[src/rtl/rf_2p_msk_bank.sv]
// rf_2p_msk_bank: behavioural two-port register-file bank.
// SIZE parallel arrays of WORDWD x DWD sharing one read and one write address,
// with per-lane write mask, per-array write enable, registered read with valid,
// post-reset zero-fill sequencer and out-of-range address detection.
// Optional macro: RF_BYPASS_EN selects write-first behaviour for a same-cycle
// read and write to the same address (default is read-first).
//
// state   | meaning
// --------+--------------------------------------------------------------
// ST_INIT | zero-fill in progress, one word per cycle, accesses ignored
// ST_IDLE | fill done, reads and writes accepted
module rf_2p_msk_bank #(
    parameter int WORDWD = 12,
    parameter int DWD    = 16,
    parameter int LANEWD = 4,
    parameter int SIZE   = 1,
    parameter int AWD    = $clog2(WORDWD)
) (
    input  logic                      i_clk,
    input  logic                      i_rst,
    output logic                      o_ready,
    input  logic                      i_read,
    input  logic [AWD-1:0]            i_raddr,
    output logic                      o_rvalid,
    output logic [SIZE-1:0][DWD-1:0]  o_rdata,
    input  logic                      i_write,
    input  logic [AWD-1:0]            i_waddr,
    input  logic [SIZE-1:0]           i_wen,
    input  logic [DWD/LANEWD-1:0]     i_wmsk,
    input  logic [SIZE-1:0][DWD-1:0]  i_wdata,
    output logic                      o_err
);

    localparam int NLANE = DWD / LANEWD;

    typedef enum logic {ST_INIT, ST_IDLE} state_t;

    state_t                     state_q;
    logic [AWD-1:0]             fill_q;
    logic                       ready_q;
    logic                       rvalid_q;
    logic [SIZE-1:0][DWD-1:0]   rdata_q;
    logic                       err_q;
    logic [DWD-1:0]             mem_q [SIZE][WORDWD];

    logic                       acc_ok;
    logic                       rd_in, rd_oor, wr_in, wr_oor;
    logic                       fill_we;
    logic [DWD-1:0]             lane_bits;
    logic [SIZE-1:0][DWD-1:0]   rd_word_d;

    // Access qualification; a reset cycle never touches storage.
    always_comb begin
        acc_ok  = (state_q == ST_IDLE) && !i_rst;
        rd_in   = acc_ok && i_read  && (32'(i_raddr) <  WORDWD);
        rd_oor  = acc_ok && i_read  && (32'(i_raddr) >= WORDWD);
        wr_in   = acc_ok && i_write && (32'(i_waddr) <  WORDWD);
        wr_oor  = acc_ok && i_write && (32'(i_waddr) >= WORDWD);
        fill_we = (state_q == ST_INIT) && !i_rst;
    end

    // Expand the per-lane mask into a per-bit mask.
    always_comb begin
        lane_bits = '0;
        for (int j = 0; j < NLANE; j++) begin
            lane_bits[j*LANEWD +: LANEWD] = {LANEWD{i_wmsk[j]}};
        end
    end

    // Read word selection; out-of-range reads load zero.
    always_comb begin
        rd_word_d = '0;
        for (int k = 0; k < SIZE; k++) begin
            if (rd_in) begin
                rd_word_d[k] = mem_q[k][i_raddr];
`ifdef RF_BYPASS_EN
                if (wr_in && (i_waddr == i_raddr) && i_wen[k]) begin
                    rd_word_d[k] = (mem_q[k][i_raddr] & ~lane_bits) | (i_wdata[k] & lane_bits);
                end
`endif
            end
        end
    end

    // Storage: zero-fill during INIT, masked writes in IDLE.
    always_ff @(posedge i_clk) begin
        for (int k = 0; k < SIZE; k++) begin
            if (fill_we) begin
                mem_q[k][fill_q] <= '0;
            end else if (wr_in && i_wen[k]) begin
                mem_q[k][i_waddr] <= (mem_q[k][i_waddr] & ~lane_bits) | (i_wdata[k] & lane_bits);
            end
        end
    end

    // Sequencer FSM with registered read/ready/error outputs.
    always_ff @(posedge i_clk) begin
        if (i_rst) begin
            state_q  <= ST_INIT;
            fill_q   <= '0;
            ready_q  <= 1'b0;
            rvalid_q <= 1'b0;
            rdata_q  <= '0;
            err_q    <= 1'b0;
        end else begin
            case (state_q)
                ST_INIT: begin
                    rvalid_q <= 1'b0;
                    err_q    <= 1'b0;
                    if (32'(fill_q) == WORDWD - 1) begin
                        state_q <= ST_IDLE;
                        ready_q <= 1'b1;
                        fill_q  <= '0;
                    end else begin
                        fill_q  <= fill_q + 1'b1;
                    end
                end
                default: begin
                    rvalid_q <= i_read;
                    if (i_read) begin
                        rdata_q <= rd_word_d;
                    end
                    err_q <= rd_oor || wr_oor;
                end
            endcase
        end
    end

    assign o_ready  = ready_q;
    assign o_rvalid = rvalid_q;
    assign o_rdata  = rdata_q;
    assign o_err    = err_q;

endmodule

[config.mk]
export PLATFORM = sky130hd
export DESIGN_NAME = rf_2p_msk_bank
export DESIGN_NICKNAME = d
export VERILOG_FILES = /design/src/rtl/rf_2p_msk_bank.sv
export SDC_FILE = /design/constraint.sdc
export NUM_CORES = 1
export LEC_CHECK = 0
export ABC_CLOCK_PERIOD_IN_PS = 2600
export BUFFER_PORTS_ARGS = -buffer_cell sky130_fd_sc_hd__buf_2
export CAP_MARGIN = 20
export CORE_ASPECT_RATIO = 1.75
export CORE_UTILIZATION = 55
export CTS_CLUSTER_SIZE = 20
export DETAILED_ROUTE_END_ITERATION = 8
export GPL_TIMING_DRIVEN = 0
export HOLD_SLACK_MARGIN = 0.05
export PLACE_DENSITY = 0.78
export SETUP_SLACK_MARGIN = 0.1
export SYNTH_ARGS = -nofsm -noshare
export SYNTH_HDL_FRONTEND = slang
export SYNTH_SLANG_ARGS = --single-unit
[constraint.sdc]
create_clock -name i_clk -period 2.6 [get_ports i_clk]
set_input_delay 0.13 -clock i_clk [delete_from_list [all_inputs] [get_ports i_clk]]
set_output_delay 0.13 -clock i_clk [all_outputs]
set_load 0.05 [all_outputs]
Yosys cells after proc, flatten, opt, wreduce, memory -nomap -nowiden
Memories as Yosys holds them, arrays and structs flattened. Index checks and enable logic that the tools add are counted.

Register bits after elaboration: 24. RAM bits: 192. Input port bits: 33. Output and inout bits: 19. Word-level logic and storage cells: 64. Memories kept: 1.

Memory list: mem_q (words 1, bits a word 192, read ports 1, clocked after memory_dff 0, write ports 1, line 44) `logic [DWD-1:0] mem_q [SIZE][WORDWD];`.

$add $sub $neg: 1. Magnitude comparators: 9. Equal/unequal tests: 1. Mux-type cells: 21. Bitwise gates (word level): 8. Reduce and logical (&&, ||, !) cells: 17.

Operator list (count): 2-to-1 mux 192 bit (4); OR reduction 192 bit (1); binary-select mux 16 bit (select 4 bit) (2); demux 16 bit (select 4 bit) (2); 2-to-1 mux 16 bit (7); bitwise AND 16 bit (2); inverter 16 bit (1); OR 16 bit (1); >= comparator 5 bit, second input constant (3); inverter 4 -> 5 bit (3); logical AND 1 bit (11); < comparator 5 x 1 -> 1 bit, second input constant (2); >= comparator 4 bit, second input constant (2); < comparator 4 bit, second input constant (2); 2-to-1 mux 1 bit (5); adder 4 x 1 -> 4 bit, second input constant (1); == test 4 bit, second input constant (1); 2-to-1 mux 4 bit (1); AND reduction 2 bit (2); OR reduction 2 bit (1); logical NOT 1 bit (1); logical OR 1 bit (1); inverter 1 bit (1).

Longest topological paths before layout
Word-level depth: 10. Gate-level depth with buffers: 8.

Least setup slack after synthesis
No wires, ideal clock.

Path kind: flip-flop to flip-flop. From: register state_q. To: memory mem_q[0][32] (netlist bit), enable pin. Setup time: 416 ps. Data arrival time: 2358 ps. Data required time: 2184 ps. Setup slack: -174 ps. Stages on the path, launching flop included: 6. Path buffers: 1. Period minus slack after synthesis: 2774 ps. Cells stage by stage: dfxtp_1 -> buf_4 -> nand4b_1 -> a21oi_1 -> nand3b_1 -> o32ai_1.

Word-level cells in the longest chain between the ends: 9.

Ends and longest elaborated chain: start, declared (line 38) `state_t state_q;`; start signal, assigned (line 99) `state_q <= ST_INIT;`; start signal, assigned (line 111) `state_q <= ST_IDLE;`; logical AND 1 bit (line 54) `acc_ok = (state_q == ST_IDLE) && !i_rst;`; logical AND 1 bit (2 in series) (line 57) `wr_in = acc_ok && i_write && (32'(i_waddr) < WORDWD);`; logical AND 1 bit (line 90) `end else if (wr_in && i_wen[k]) begin`; 2-to-1 mux 1 bit (line 90); 2-to-1 mux 1 bit (line 88) `if (fill_we) begin`; 2-to-1 mux 192 bit (not written as such) (line 91) `mem_q[k][i_waddr] <= (mem_q[k][i_waddr] & ~lane_bits) | (i_wdata[k] & lane_bits);`; OR reduction 192 bit (no source line); 2-to-1 mux 192 bit (no source line) (*); end, declared (line 44).

Mark *: on every way between the ends. The rest lies on a longest branch, timed or not.

Worst setup path in the final report
From: register state_q. To: memory mem_q[0][177] (netlist bit), enable pin.

Same word-level chain as after synthesis.

==> out/qor.txt <==
Placer Congestion: 0.893
CTS Sinks: 216
Critical Path Start Type: flop
Die Width: 104 µm
Clock transition at path regs: 0.07 ns
Leading post-synthesis cells by cell area: edfxtp_1 (58%), mux4_2 (12%), mux4_1 (6.8%)
Die height: 181 µm
CP Data Arrival Time: 2.64 ns
Fin crit period: 2.45 ns
Max transition margin: 30.0%
Sequential cell area: 0.00625 mm²
Adder-cell share of the synthesized area: 0.500%
Largest net degree at the start of global routing: 17
Setup CP Type: flop to flop
Sw Ratio: 21.7%
Vias in the first global route: 6656
Antenna diode count: 0
Dpl hpwl: 18700 µm
RSZ-0062 raised after global routing: true
Drt drc: 0
Syn-to-layout area delta: 17.4%
Crit path cell chain: buf_4 > nand4b_1 > or2_2 > o32ai_4 > buf_8
FP Rows: 65
Final setup vio count: 0
Simple-gate share of the synthesized area: 3.99%
Max Slew Vio Count: 0
Netlist cell types: 38
Vias/cell: 7.05
Gr ovfl total: 0
Post-Syn Instances: 573
Setup ws final: 0.153 ns
Pwr Total: 7.09 mW
Area post-placement: 0.0109 mm²
Design area: 0.0118 mm²
Mapped Nets: 610
Post-route ant nets: 0
Area of the multi-input gates: 0.00382 mm²
Final WL: 28300 µm
Synth Area in XOR/XNOR: 0%
Mean Syn Cell Area: 17.5 µm²
Min-Delay Path Class: input pin to flop
Place WS: -0.854 ns
Critical Path RT: 2.79 ns
Logic pwr share: 7.3%
Hold Fails Final Rpt: 0
Family with the most delay on the worst path: simple AND/OR/NAND/NOR gates
Max-Cap Viols: 0
First-pass GRT wire length: 41000 µm
Number of synthesized flops with an enable pin: 192
Initial antenna violation count: 0
Top cell type's share of synthesized area: 57.6%
Synth area leader: edfxtp_1
Internal power: 5.55 mW
CTS root buf: clkbuf_16
Power Density: 603 mW/mm²
Peak Freq: 409 MHz
First DRT Iteration DRCs: 623
Drt pass-1 iters: 5
Crit path buffers/inverters: 2
Total CTS buffers: 19
Fill cell count: 1206
IO Port Bufs: 45
Core area: 0.0179 mm²
#FFs+latches synth: 216
GRT Resource Usage Total: 30.4%
Worst-margin pin slew: 1.05 ns
Seq pwr share: 53.7%
Leakage: 4.30 nW
Hold_ws: 0.0816 ns
Outcome: finished clean
FFs w/ async S/R, synth: 0%
Worst Clk Skew: 0.0150 ns
Final net count: 704
I/O pins: 52
Most used DFF post-synth: edfxtp_1
Sequential area share after synthesis: 62.4%
Worst VDD drop: 574 µV
DR vias: 6440
Clock Power Share: 39.0%
H-Tree Depth: 1
Yosys warns: 0
Mux share of post-synthesis cell area: 24.1%
Synth Cell Area: 0.0100 mm²
Worst skew pair latency: 0.50 ns
Clock tree buffer depth: 3
Initial core utilization: 56.0%
Psw: 1.54 mW
Period utilisation layout: 94.1%
Slowest cell on the critical path: o32ai_4
Critical path's largest stage delay: 0.56 ns
Worst Path Max Fanout: 10
TritonCTS clock tree: yes
Setup TNS: 0 ns
CP Capture Type: flop
DIE AREA: 0.0188 mm²
Fraction of layout instances using a drive strength above 1: 32.6%
Post-DR wirelength/cell: 31.0 µm
Post-synthesis compound-gate area fraction: 6.77%
Largest family of logic cells by synthesized area: multiplexers
routing by layer:
layer,vias up,track usage (%),wire length (µm)
met3,142,6.08,2390
li1,2624,-,-
met1,3243,33.1,9180
met4,0,21.1,2070
met2,431,52.9,14700
met5,-,0,0
final timing paths:
check	cells past startpoint	from	end	slack, ns
setup / recovery	5	state_q	mem_q[0][177]	0.15
hold / removal	3	i_rst	o_rdata[1]	0.08
setup reg to reg	5	state_q	mem_q[0][177]	0.15
hold reg to reg	2	o_ready	o_ready	0.48
synthesized netlist by cell type (2+ instances only):
library cell    n
edfxtp_1      192
mux4_2         54
a22oi_1        46
mux2i_1        35
mux4_1         26
nand2_1        26
dfxtp_1        24
o22ai_1        21
buf_2          17
clkbuf_1       17
nand3_1        17
mux2_2         15
o21ai_1        12
nor2_1         11
a21oi_1         7
o21ai_0         6
o32ai_1         6
buf_6           4
ha_1            4
nor3_1          4
inv_1           3
nand2b_1        3
nand3b_1        3
nor2b_1         3
buf_4           2
nand4b_1        2
or2_2           2
cell usage in the layout, fill, tap and decap left out, drive strengths merged:
cell type    count
edfxtp         192
buf             92
mux4            80
clkbuf          47
a22oi           46
mux2i           35
nand2           26
dfxtp           24
o22ai           21
o21ai           18
nand3           17
mux2            15
nor2            11
a21oi            7
o32ai            6
ha               4
dlygate4sd3      4
inv              4
nor3             4
nor2b            3
nand3b           3
nand2b           3
clkinv           3
nand4b           2
or2              2
or3b             2
nor4b            2
a21o             1
o41ai            1
nor4             1
nand4bb          1
a211oi           1
and2             1
bufinv           1
registers in the layout, indices dropped and copies added, names as in the netlist:
register,flops
state_q,1
mem_q,192
o_rvalid,1
o_err,1
fill_q,4
o_ready,1
o_rdata,16
kinds of logic (layout without fill, tap and decap cells):
kind of cell,count (synthesis),in the layout
fa+ha+maj,4,4
compound gates,101,101
flops,216,216
buf+inv,44,151
mux,130,130
simple gates,78,78
layout make-up:
cell class / count / share of cell area (%)
multi-input combinational: 313 / 32.5
clock buffer: 29 / 4.62
clock inverter: 5 / 0.447
buffer: 41 / 1.89
tap: 234 / 2.49
inverter: 3 / 0.0958
sequential: 216 / 53.1
timing repair buffer: 73 / 4.83
stage by stage:
stage	utilization (%)	instances
CTS	65.3	908
detailed placement	60.7	863
floorplan	-	573
global placement	59.1	852
finish	65.7	914
global route	65.7	914
worst reg2reg max path, delay by kind of cell (launching register included):
family	cells	cell delay (ns)
compound gates	1	0.56
simple gates	2	0.76
flops	1	0.38
buf+inv	2	0.45
repair_timing:
item / CTS / global route
endpoints found under the setup margin: 276 / 213
pin swaps: 7 / 5
hold buffers: 4 / 0
hold endpoints to repair: 2 / 0
gates resized for setup: 24 / 10
buffers inserted: 7 / 6
power by group through the flow:
stage               clock network (mW)  logic (mW)  registers [mW]
global route                      2.90       0.537            3.81
finish                            2.77       0.519            3.81
global placement                     0       0.439            3.88
floorplan                            0       0.303            3.87
CTS                               2.78       0.509            3.81
detailed placement                   0       0.489            3.88
Power figures use the tool's default switching activity.
